File: src/rtl/aes_seq_pkg.sv
// rtl/aes_seq_pkg.sv - states, kernel IDs and ownership helpers for the AES round sequencer
package aes_seq_pkg;

  typedef enum logic [2:0] {
    IDLE, ARK0, SBSR, MCARK, FSBSR, FARK, DONE
  } state_t;

  localparam logic [1:0] KID_SBSR  = 2'd0;
  localparam logic [1:0] KID_MCARK = 2'd1;
  localparam logic [1:0] KID_ARK   = 2'd2;

  typedef struct packed {
    logic       valid;
    logic [1:0] kid;
  } owner_t;

  // Both ARK invocations share one kernel, as do the normal and final SBSR.
  function automatic owner_t owner_of(input state_t s);
    owner_t o;
    o.valid = 1'b1;
    o.kid   = KID_ARK;
    case (s)
      ARK0, FARK:  o.kid = KID_ARK;
      SBSR, FSBSR: o.kid = KID_SBSR;
      MCARK:       o.kid = KID_MCARK;
      default: begin
        o.valid = 1'b0;
        o.kid   = KID_SBSR;
      end
    endcase
    return o;
  endfunction

  function automatic logic [2:0] kid_onehot(input logic [1:0] kid);
    return 3'b001 << kid;
  endfunction

endpackage

File: src/rtl/aes_mem_port_mux.sv
// rtl/aes_mem_port_mux.sv - owner-selected 3:1 mux for one statemt RAM port with conflict detect
module aes_mem_port_mux
  import aes_seq_pkg::*;
#(
  parameter int ADDR_W = 5,
  parameter int DATA_W = 32
) (
  input  owner_t              owner,
  input  logic [3*ADDR_W-1:0] kern_addr,
  input  logic [2:0]          kern_ce,
  input  logic [2:0]          kern_we,
  input  logic [3*DATA_W-1:0] kern_d,
  output logic [ADDR_W-1:0]   mem_addr,
  output logic                mem_ce,
  output logic                mem_we,
  output logic [DATA_W-1:0]   mem_d,
  output logic                conflict
);

  logic [2:0] own_mask;

  always_comb begin
    own_mask = owner.valid ? kid_onehot(owner.kid) : 3'b000;
    mem_addr = '0;
    mem_d    = '0;
    if (owner.valid) begin
      case (owner.kid)
        KID_SBSR: begin
          mem_addr = kern_addr[0 +: ADDR_W];
          mem_d    = kern_d[0 +: DATA_W];
        end
        KID_MCARK: begin
          mem_addr = kern_addr[ADDR_W +: ADDR_W];
          mem_d    = kern_d[DATA_W +: DATA_W];
        end
        default: begin
          mem_addr = kern_addr[2*ADDR_W +: ADDR_W];
          mem_d    = kern_d[2*DATA_W +: DATA_W];
        end
      endcase
    end
    // Non-owner requests never reach the RAM; they only raise the flag.
    mem_ce   = |(kern_ce & own_mask);
    mem_we   = |(kern_we & own_mask);
    conflict = |(kern_ce & ~own_mask);
  end

endmodule

File: src/rtl/aes_round_sequencer.sv
// rtl/aes_round_sequencer.sv - sequences SBSR/MCARK/ARK kernels through a full AES cipher
module aes_round_sequencer
  import aes_seq_pkg::*;
#(
  parameter int NR     = 10,
  parameter int ADDR_W = 5,
  parameter int DATA_W = 32
) (
  input  logic                ap_clk,
  input  logic                ap_rst_n,
  input  logic                start,
  output logic                busy,
  output logic                done,
  output logic [3:0]          round,
  output logic [2:0]          kern_start,
  input  logic [2:0]          kern_ready,
  input  logic [2:0]          kern_done,
  output logic [3:0]          kern_n,
  input  logic [3*ADDR_W-1:0] kern_addr0,
  input  logic [3*ADDR_W-1:0] kern_addr1,
  input  logic [2:0]          kern_ce0,
  input  logic [2:0]          kern_ce1,
  input  logic [2:0]          kern_we0,
  input  logic [2:0]          kern_we1,
  input  logic [3*DATA_W-1:0] kern_d0,
  input  logic [3*DATA_W-1:0] kern_d1,
  output logic [ADDR_W-1:0]   mem_addr0,
  output logic [ADDR_W-1:0]   mem_addr1,
  output logic                mem_ce0,
  output logic                mem_ce1,
  output logic                mem_we0,
  output logic                mem_we1,
  output logic [DATA_W-1:0]   mem_d0,
  output logic [DATA_W-1:0]   mem_d1,
  output logic                err_conflict
);

  localparam logic [3:0] LAST_MC = 4'(NR - 1);
  localparam logic [3:0] FINAL_N = 4'(NR);

  state_t     state;
  owner_t     own;
  logic       step;
  logic       conflict0;
  logic       conflict1;

  assign own    = owner_of(state);
  assign step   = own.valid && |(kern_done & kid_onehot(own.kid));
  assign kern_n = round;

  always_ff @(posedge ap_clk or negedge ap_rst_n) begin
    if (!ap_rst_n) begin
      state        <= IDLE;
      round        <= 4'd0;
      busy         <= 1'b0;
      done         <= 1'b0;
      kern_start   <= 3'b000;
      err_conflict <= 1'b0;
    end else begin
      done <= 1'b0;
      if (conflict0 || conflict1) err_conflict <= 1'b1;
      // Each start is held only until its kernel reports ready.
      kern_start <= kern_start & ~kern_ready;
      case (state)
        IDLE: if (start) begin
          state        <= ARK0;
          round        <= 4'd0;
          busy         <= 1'b1;
          kern_start   <= kid_onehot(KID_ARK);
          err_conflict <= 1'b0;
        end
        ARK0: if (step) begin
          state      <= SBSR;
          round      <= 4'd1;
          kern_start <= kid_onehot(KID_SBSR);
        end
        SBSR: if (step) begin
          state      <= MCARK;
          kern_start <= kid_onehot(KID_MCARK);
        end
        MCARK: if (step) begin
          kern_start <= kid_onehot(KID_SBSR);
          if (round == LAST_MC) begin
            state <= FSBSR;
            round <= FINAL_N;
          end else begin
            state <= SBSR;
            round <= round + 4'd1;
          end
        end
        FSBSR: if (step) begin
          state      <= FARK;
          kern_start <= kid_onehot(KID_ARK);
        end
        FARK: if (step) begin
          state      <= DONE;
          done       <= 1'b1;
          busy       <= 1'b0;
          kern_start <= 3'b000;
        end
        DONE: state <= IDLE;
        default: state <= IDLE;
      endcase
    end
  end

  aes_mem_port_mux #(.ADDR_W(ADDR_W), .DATA_W(DATA_W)) u_port0 (
    .owner    (own),
    .kern_addr(kern_addr0),
    .kern_ce  (kern_ce0),
    .kern_we  (kern_we0),
    .kern_d   (kern_d0),
    .mem_addr (mem_addr0),
    .mem_ce   (mem_ce0),
    .mem_we   (mem_we0),
    .mem_d    (mem_d0),
    .conflict (conflict0)
  );

  aes_mem_port_mux #(.ADDR_W(ADDR_W), .DATA_W(DATA_W)) u_port1 (
    .owner    (own),
    .kern_addr(kern_addr1),
    .kern_ce  (kern_ce1),
    .kern_we  (kern_we1),
    .kern_d   (kern_d1),
    .mem_addr (mem_addr1),
    .mem_ce   (mem_ce1),
    .mem_we   (mem_we1),
    .mem_d    (mem_d1),
    .conflict (conflict1)
  );

endmodule

File: config.mk
export PLATFORM = sky130hd
export DESIGN_NAME = aes_round_sequencer
export DESIGN_NICKNAME = d
export VERILOG_FILES = /design/src/rtl/aes_seq_pkg.sv /design/src/rtl/aes_mem_port_mux.sv /design/src/rtl/aes_round_sequencer.sv
export SDC_FILE = /design/constraint.sdc
export NUM_CORES = 1
export LEC_CHECK = 0
export BUFFER_PORTS_ARGS = -buffer_cell sky130_fd_sc_hd__buf_2
export CAP_MARGIN = 20
export CORE_AREA = 2 2 130 132
export CTS_CLUSTER_SIZE = 24
export DETAILED_ROUTE_END_ITERATION = 8
export DIE_AREA = 0 0 132 134
export PLACE_DENSITY = 0.55
export SLEW_MARGIN = 5
export SYNTH_ARGS = -nofsm -noshare
export SYNTH_HDL_FRONTEND = slang
export SYNTH_SLANG_ARGS = --single-unit
File: constraint.sdc
create_clock -name ap_clk -period 3.25 [get_ports ap_clk]
set_input_delay 0.65 -clock ap_clk [delete_from_list [all_inputs] [get_ports ap_clk]]
set_output_delay 0.65 -clock ap_clk [all_outputs]
set_load 0.05 [all_outputs]
==> impl_metrics.toml <==
[finish]
layout-drive-gt1-share_pct = 52.99
fin_area_mm2 = 0.004407
nNetsFinal = 933
ff_latch_area_um2 = 329.1
multi_input_area_mm2 = 0.001847
fin_util_pct = 27.05
antennaDiodeCount = 0
nFillCells = 1844
syn2layout_area_growth_pct = 84.21

[floorplan]
coreArea_mm2 = 0.01629
die_w_um = 132
io_pins = 335
die_h_um = 134
die_area_mm2 = 0.01769
start_util_pct = 14.69
num_rows = 47

[setup_path]
cp_max_fo = 42
crit_type = "flip-flop to primary output"
worst_ep_required_time_ns = 2.60
startpoint_type = "flip-flop"
cp.arrival_ns = 2.33
end_kind = "primary output"

[drt]
wire_per_inst_um = 15.45
viasPerCell = 4.597
dr.pass1.iters = 4
remaining_drc_errors = 0
drtIter0Drc = 203
vias = 4160
drtAntennaViolNets = 0
totalWireLength_um = 13980

[synthesis]
ys.flop_type = "dfrtp_1"
synth.largest_area_cell = "o21ai_0"
syn_inst = 380
avgSynthCellArea_um2 = 6.296
yosysSeqAreaShare_pct = 13.60
synth_seq_cells = 13
syn-cell-area_mm2 = 0.002392
syn_nets = 627
synth_compound_area_share_pct = 56.12
synth_top_area_share_pct = 14.44
yosysWarnings = 0
synth_area_leaders = "o21ai_0 (14%), dfrtp_1 (14%), a22oi_1 (12%)"
async_flop_share_pct = 100.0
synth_edf_count = 0
synth-xor-area-share_pct = 0
synth.area.mux_share_pct = 0.4184
synth_top_family_by_area = "compound AO/OA/AOI/OAI gates"
synthAdderAreaFrac_pct = 2.092
yosys.area_share.simple_pct = 18.15
netlist-cell-type-count = 47

[clock_tree]
clk-insertion-delay-late_ns = 0.25
post-cts-setup-buffer-count = 0
clock-sinks = 13
cts_resized = 0
cts_root_buf = "clkbuf_16"
cts.path.max_buffers = 2
cts_tree = "built"
holdBufCountCts = 0
clk_pin_slew_worst_paths_ns = 0.05
numCtsBuffers = 3
ctsHtreeMaxLevel = 1

[timing]
min_period_ns = 2.979
drv_slew = 0
rsz0062_at_grt = "false"
fin_ws_ns = 0.2712
setup_tns_ns = 0
worstMarginPinSlew_ns = 0.5366
period_share_pct = 91.66
finalHoldViolations = 0
max_freq_mhz = 335.7
skew_ns = 0.007307
setup_viol = 0
slew_headroom_pct = 64.01

[grt]
grt_pass1_vias = 3758
grt_max_degree = 45
grt_pass1_wl_um = 20360
grtUsageTotal_pct = 14.30
antenna_found_initial = 1
grt_overflow = 0

[place]
port_buffers = 334
dp_hpwl_um = 11450
pre_cts_slack_ns = 0.4097
gp_congestion = 0.7356
placed_area_mm2 = 0.004325

[hold_path]
hp-class = "primary input to asynchronous set/reset pin"

[flow_run]
drv_cap = 0

[outcome]
status = "complete, no violations"
## kinds of logic after synthesis
logic type / after synthesis
AO/OA/AOI/OAI: 222
adder cells (fa/ha/maj): 4
buffers and inverters: 49
flip-flops: 13
multiplexers: 1
AND/OR/NAND/NOR: 91
## worst max-delay path, stage by stage (launching register included)
cell	delay, ns
dfrtp_2	0.51
ha_1	0.47
o21ai_2	0.11
buf_4	0.34
o21ai_0	0.15
a21oi_1	0.18
buf_2	0.30
## synth_stat cells, drive strengths merged (2+ instances only)
master  instances
o31ai           2
buf            28
nor3            2
and3            2
nand3           4
a22oi          38
nand2b          3
inv             5
o21ai          80
clkbuf         16
nor2b           5
nor2           11
dfrtp          13
o22ai          43
a21oi          47
and3b           2
ha              4
nand2          53
## area by class of cell
type | count | area share (%)
multi-input combinational | 318 | 41.91
inverter | 5 | 0.4259
clock inverter | 1 | 0.1136
tap | 220 | 6.246
sequential | 13 | 7.467
clock buffer | 3 | 1.704
timing repair buffer | 345 | 42.14
## through the flow
step	hold slack, ns	cells
after floorplan	0.3544	380
after global placement	0.4945	901
after detailed placement	0.5021	901
after CTS	0.3015	905
after global routing	0.3114	905
final	0.2897	905
## layout by cell type, fill, tap and decap left out, drive strengths merged, types with 2 or more instances in the layout
cell type	count
o22ai	43
o31ai	2
ha	4
buf	345
nor2b	5
nand2	53
o21ai	80
nor2	11
nor3	2
nand2b	3
and3b	2
nand3	4
and3	2
a22oi	38
inv	5
clkbuf	3
a21oi	47
dfrtp	13
## sequential cells by signal, summed over array words and instances, names as in the netlist
name and count:
done 1, state 3, kern_start 3, err_conflict 1, busy 1, kern_n 4
## worst paths after layout
kind | from | to | slack [ns] | cells after the start
max in group asynchronous | ap_rst_n | state[1] | 2.70 | 1
min in group ap_clk | err_conflict | err_conflict | 0.51 | 1
worst min register to register | err_conflict | err_conflict | 0.51 | 1
worst max-delay path | state[2] | mem_d0[23] | 0.27 | 6
worst min-delay path | ap_rst_n | kern_start[1] | 0.29 | 1
worst max register to register | state[2] | kern_n[3] | 1.09 | 5
## per-layer routing
layer,track usage [%],vias up,wire length (um)
li1,-,2063,-
met1,16.96,1843,5326
met2,26.24,242,7013
met3,3.628,10,1429
met4,2.536,2,194
met5,0,-,16
Power is not shown: default switching activity piles up to over one toggle a cycle in this logic, so the estimate is an artifact.
